$ cat config.mk
export PLATFORM = sky130hd
export DESIGN_NAME = pb_hex_entry
export DESIGN_NICKNAME = d
export VERILOG_FILES = /design/src/rtl/pb_hex_entry.sv
export SDC_FILE = /design/constraint.sdc
export NUM_CORES = 1
export LEC_CHECK = 0
export ABC_AREA = 1
export BUFFER_PORTS_ARGS = -buffer_cell sky130_fd_sc_hd__buf_4
export CAP_MARGIN = 0
export CORE_ASPECT_RATIO = 0.8
export CORE_MARGIN = 2
export CORE_UTILIZATION = 46
export DETAILED_ROUTE_END_ITERATION = 8
export PLACE_DENSITY = 0.75
export RECOVER_POWER = 50
export SKIP_LAST_GASP = 1
export SLEW_MARGIN = 20
export SYNTH_ARGS = -nofsm -noshare
export SYNTH_HDL_FRONTEND = slang
export SYNTH_SLANG_ARGS = --single-unit
$ cat constraint.sdc
create_clock -name hz100 -period 3.6 [get_ports hz100]
set_clock_uncertainty 0.2 [all_clocks]
set_input_delay 0.18 -clock hz100 [delete_from_list [all_inputs] [get_ports hz100]]
set_output_delay 0.18 -clock hz100 [all_outputs]
set_load 0.05 [all_outputs]
$ cat src/rtl/pb_hex_entry.sv
// Pushbutton hex-entry front end: synchronizes and debounces a bank of 19 keys,
// assembles up to two hex digits and commits them through a valid/ready handshake.
module pb_hex_entry #(
  parameter int DEB_CYCLES = 2
) (
  input  logic        hz100,
  input  logic        reset,
  input  logic [20:0] pb,
  input  logic        ready,
  output logic [7:0]  value,
  output logic        valid,
  output logic [7:0]  entry,
  output logic [1:0]  count,
  output logic        key_strobe,
  output logic [4:0]  key_code
);

  localparam logic [4:0] DEB       = 5'(DEB_CYCLES);
  localparam logic [4:0] KEY_ENTER = 5'd16;
  localparam logic [4:0] KEY_CLEAR = 5'd17;
  localparam logic [4:0] KEY_BKSP  = 5'd18;

  typedef enum logic [1:0] {IDLE, CHECK, HELD, WAIT_REL} state_t;

  state_t      r_state;
  logic [18:0] r_sync1;
  logic [18:0] r_sync2;
  logic [1:0]  r_fill;
  logic [4:0]  r_code;
  logic [3:0]  r_cnt;
  logic [7:0]  r_value;
  logic        r_valid;
  logic [7:0]  r_entry;
  logic [1:0]  r_count;
  logic        r_strobe;
  logic [4:0]  r_key_code;

  logic [4:0]  w_cand_code;
  logic        w_cand_any;
  logic [4:0]  w_cnt_inc;
  logic        w_accept;
  logic        w_unused;

  assign w_unused  = ^pb[20:19];
  assign w_cnt_inc = {1'b0, r_cnt} + 5'd1;

  // Lowest-index pressed key wins.
  always_comb begin
    w_cand_code = '0;
    w_cand_any  = 1'b0;
    for (int i = 18; i >= 0; i--) begin
      if (r_sync2[i]) begin
        w_cand_code = 5'(i);
        w_cand_any  = 1'b1;
      end
    end
  end

  always_comb begin
    w_accept = 1'b0;
    case (r_state)
      IDLE: begin
        if (w_cand_any && (DEB <= 5'd1)) w_accept = 1'b1;
      end
      CHECK: begin
        if (w_cand_any) begin
          if (w_cand_code == r_code) w_accept = (w_cnt_inc >= DEB);
          else                       w_accept = (DEB <= 5'd1);
        end
      end
      default: w_accept = 1'b0;
    endcase
  end

  always_ff @(posedge hz100 or negedge reset) begin
    if (!reset) begin
      r_sync1 <= '0;
      r_sync2 <= '0;
      r_fill  <= '0;
    end else begin
      r_sync1 <= pb[18:0];
      r_sync2 <= r_sync1;
      r_fill  <= {r_fill[0], 1'b1};
    end
  end

  // WAIT_REL also waits for the synchronizer to refill after reset, so a key
  // held through reset release is never mistaken for a released bank.
  always_ff @(posedge hz100 or negedge reset) begin
    if (!reset) begin
      r_state <= WAIT_REL;
      r_code  <= '0;
      r_cnt   <= '0;
    end else begin
      case (r_state)
        IDLE: begin
          if (w_cand_any) begin
            r_code  <= w_cand_code;
            r_cnt   <= 4'd1;
            r_state <= w_accept ? HELD : CHECK;
          end
        end
        CHECK: begin
          if (!w_cand_any) begin
            r_state <= IDLE;
          end else if (w_cand_code == r_code) begin
            r_cnt <= w_cnt_inc[3:0];
            if (w_accept) r_state <= HELD;
          end else begin
            r_code <= w_cand_code;
            r_cnt  <= 4'd1;
            if (w_accept) r_state <= HELD;
          end
        end
        HELD, WAIT_REL: begin
          if (!w_cand_any && r_fill[1]) r_state <= IDLE;
        end
        default: r_state <= WAIT_REL;
      endcase
    end
  end

  always_ff @(posedge hz100 or negedge reset) begin
    if (!reset) begin
      r_value    <= '0;
      r_valid    <= 1'b0;
      r_entry    <= '0;
      r_count    <= '0;
      r_strobe   <= 1'b0;
      r_key_code <= '0;
    end else begin
      r_strobe <= w_accept;
      if (r_valid && ready) r_valid <= 1'b0;
      if (w_accept) begin
        r_key_code <= w_cand_code;
        if (w_cand_code < KEY_ENTER) begin
          r_entry <= {r_entry[3:0], w_cand_code[3:0]};
          if (r_count != 2'd2) r_count <= r_count + 2'd1;
        end else if (w_cand_code == KEY_ENTER) begin
          // Enter looks at pre-edge valid, so a same-edge handshake wins.
          if ((r_count != 2'd0) && !r_valid) begin
            r_value <= r_entry;
            r_valid <= 1'b1;
            r_entry <= '0;
            r_count <= '0;
          end
        end else if (w_cand_code == KEY_CLEAR) begin
          r_entry <= '0;
          r_count <= '0;
        end else if (w_cand_code == KEY_BKSP) begin
          r_entry <= {4'h0, r_entry[7:4]};
          if (r_count != 2'd0) r_count <= r_count - 2'd1;
        end
      end
    end
  end

  assign value      = r_value;
  assign valid      = r_valid;
  assign entry      = r_entry;
  assign count      = r_count;
  assign key_strobe = r_strobe;
  assign key_code   = r_key_code;

endmodule

==> impl_metrics.env <==
export IMPL_rows=26
export IMPL_synth_most_common_cell="nand2_1"
export IMPL_clock_latency_ps=360
export IMPL_ys_seq_area_share_pct=60.7
export IMPL_power_leakage_nw=1.90
export IMPL_pwr_share_clk_pct=30.6
export IMPL_hpwl_um=3820
export IMPL_switching_share_pct=36.2
export IMPL_worstMarginPinSlew_ps=1760
export IMPL_synth_enable_flop_cells=0
export IMPL_tritoncts="built"
export IMPL_path_depth=13
export IMPL_final_setup_tns_ps=0
export IMPL_drcViolationCount=0
export IMPL_io_pin_count=49
export IMPL_grt_pass1_wl_um=9890
export IMPL_critical_path_cell_chain="nor2_2, nand2_2, nor2_1, nand3_2, xnor2_1, nor2_1, o21ai_1, a21oi_2, nand4_4, inv_4, nand2_2, nand2_1, nand2_1"
export IMPL_netlist_area_um2=3140
export IMPL_die_height_um=77.9
export IMPL_htreeDepth=3
export IMPL_track_usage_pct=17.6
export IMPL_synth_nets=344
export IMPL_place_ws_ps=772
export IMPL_cts_root_buffer="clkbuf_8"
export IMPL_p_int_w=0.00154
export IMPL_final_max_slew_viol_count=77
export IMPL_coreArea_um2=6510
export IMPL_yosysTopAreaCell="dfrtp_1"
export IMPL_critical_path_top_delay_family="simple AND/OR/NAND/NOR gates"
export IMPL_portBuffers=46
export IMPL_ys_ff_latch=76
export IMPL_grt_max_degree=77
export IMPL_setup_violations=0
export IMPL_syn_avg_cell_area_um2=9.93
export IMPL_vias=2316
export IMPL_crit_path_top_delay_cell="dfrtp_1"
export IMPL_worstPathBufferInverterCount=1
export IMPL_gp_congestion=0.781
export IMPL_grt_pass1_vias=2308
export IMPL_drive_above_1_share_pct=20.2
export IMPL_cts_reportedPaths_clkPinSlew_ps=80
export IMPL_synth_area_leaders="dfrtp_1 (59%), nand2_1 (11%), nand3_1 (5.3%)"
export IMPL_r2r_cells=13
export IMPL_ys_top_cells_by_count="nand2_1 (88), dfrtp_1 (74), nand3_1 (33)"
export IMPL_postSynthCellCount=316
export IMPL_endpoint_kind="flop"
export IMPL_required_ps=3650
export IMPL_synth_cell_type_count=35
export IMPL_overflow=0
export IMPL_period_share_pct=79.3
export IMPL_max_freq_mhz=350
export IMPL_area_delta_synth_final_pct=24.4
export IMPL_clock_sinks=76
export IMPL_first_iter_violations=91
export IMPL_min_period_ps=2850
export IMPL_critPathArrivalTime_ps=2900
export IMPL_cpPeakStageDelay_ps=390
export IMPL_hp_class="reg2reg"
export IMPL_ys_flop_type="dfrtp_1"
export IMPL_fin_nets=419
export IMPL_path_max_fanout=23
export IMPL_switching_power_w=0.000873
export IMPL_power_frac_comb_pct=25.4
export IMPL_antenna_found_initial=0
export IMPL_synth_top_area_share_pct=59.0
export IMPL_synth_async_sr_flop_share_pct=100
export IMPL_cts_setup_buffers=0
export IMPL_die_w_um=96.3
export IMPL_start_kind="flop"
export IMPL_final_util_pct=60.0
export IMPL_firstDrtPassIters=4
export IMPL_hold_viol=0
export IMPL_yosys_warnings=0
export IMPL_violations="capacitance limit, slew limit"
export IMPL_diodes=0
export IMPL_cts_buffer_depth=2
export IMPL_dieArea_um2=7500
export IMPL_rsz0062_at_grt="false"
export IMPL_fin_ws_ps=747
export IMPL_whs_path_depth=0
export IMPL_cap_viol_max_count=1
export IMPL_peakVddDrop_mv=0.317
export IMPL_start_util_pct=48.2
export IMPL_outcome="finished with violations"
export IMPL_routed_wirelength_um=5700
export IMPL_power_density_nw_per_um2=618
export IMPL_numCtsBuffers=9
export IMPL_slew_headroom_pct=-17.3
export IMPL_wl_per_cell_um=11.9
export IMPL_viasPerCell=4.83
export IMPL_antenna_left=0
export IMPL_criticalPathCategory="reg2reg"
export IMPL_pwr_share_seq_pct=44.0
worst paths after layout:
check,startpoint,end,slack (ps)
min in group asynchronous,reset,key_code[3],610
setup reg to reg,r_sync2[10],entry[5],750
hold / removal,r_sync1[4],r_sync2[4],150
setup / recovery,r_sync2[10],entry[5],750
max in group asynchronous,reset,r_sync1[3],1520
hold reg to reg,r_sync1[4],r_sync2[4],150
worst register-to-register path, stage by stage (launching register included):
cell	delay, ps
dfrtp_1	390
nor2_2	160
nand2_2	90
nor2_1	230
nand3_2	230
xnor2_1	180
nor2_1	100
o21ai_1	80
a21oi_2	200
nand4_4	240
inv_4	290
nand2_2	180
nand2_1	110
nand2_1	60
final cells by class:
cell class / instances / area, um2
Clock buffer: 9 / 124
Multi-Input combinational cell: 199 / 1060
Tap cell: 84 / 105
Timing Repair Buffer: 67 / 459
Clock inverter: 7 / 105
Sequential cell: 76 / 1900
Inverter: 38 / 145
Fill cell: 571 / 2600
flip-flops by register name (all words and copies together) (netlist names):
name / cells
r_code: 5
key_code: 5
value: 8
r_state: 2
r_sync2: 19
entry: 8
key_strobe: 1
r_sync1: 19
count: 2
r_cnt: 4
r_fill: 2
valid: 1
power groups by stage:
| stage | logic, W | clock network (W) | registers, W |
|---|---|---|---|
| floorplan | 0.000282 | 0 | 0.00124 |
| global placement | 0.000612 | 0 | 0.00107 |
| detailed placement | 0.000640 | 0 | 0.00108 |
| CTS | 0.000658 | 0.000752 | 0.00106 |
| global route | 0.000681 | 0.000790 | 0.00108 |
| finish | 0.000612 | 0.000739 | 0.00106 |
cell families (layout without fill, tap and decap cells):
kind of cell,count (synthesis),after routing,share of synthesized area (%)
flops,76,76,60.7
xor+xnor,4,4,1.12
buf+inv,41,121,5.50
compound gates,28,28,5.38
other cells,1,1,0.120
simple gates,162,162,25.6
fa+ha+maj,4,4,1.59
layout by cell type (no fill, tap or decap), drive strengths merged, types with 3 or more instances in the layout:
cell	Yosys	layout
a21oi	6	6
clkbuf	0	54
dfrtp	74	74
dlygate4sd3	0	21
ha	4	4
inv	38	42
nand2	97	97
nand3	36	36
nand4	6	6
nor2	17	17
nor3	3	3
o21ai	19	19
or2	3	3
metal layers:
metal	vias up	wire length, um	global-route usage, %
li1	1158	-	-
met5	-	0	0
met2	50	2740	28.8
met3	9	288	4.95
met1	1099	2560	20.9
met4	0	107	9.30
per-stage QoR:
stage	total power (W)	hold WS [ps]	cells	instance area, um2
after detailed placement	0.00172	90.6	443	3560
final	0.00241	150	480	3900
after global routing	0.00255	156	480	3900
after CTS	0.00247	151	480	4000
after global placement	0.00168	89.2	443	3560
after floorplan	0.00152	-316	316	3140
repair_timing:
item / in CTS / in global routing
hold buffers: 21 / 0
endpoints found under the setup margin: 0 / 0
hold endpoints to repair: 94 / 0
resized for setup: 0 / 0
No activity file was read; power rests on OpenSTA's default activity.
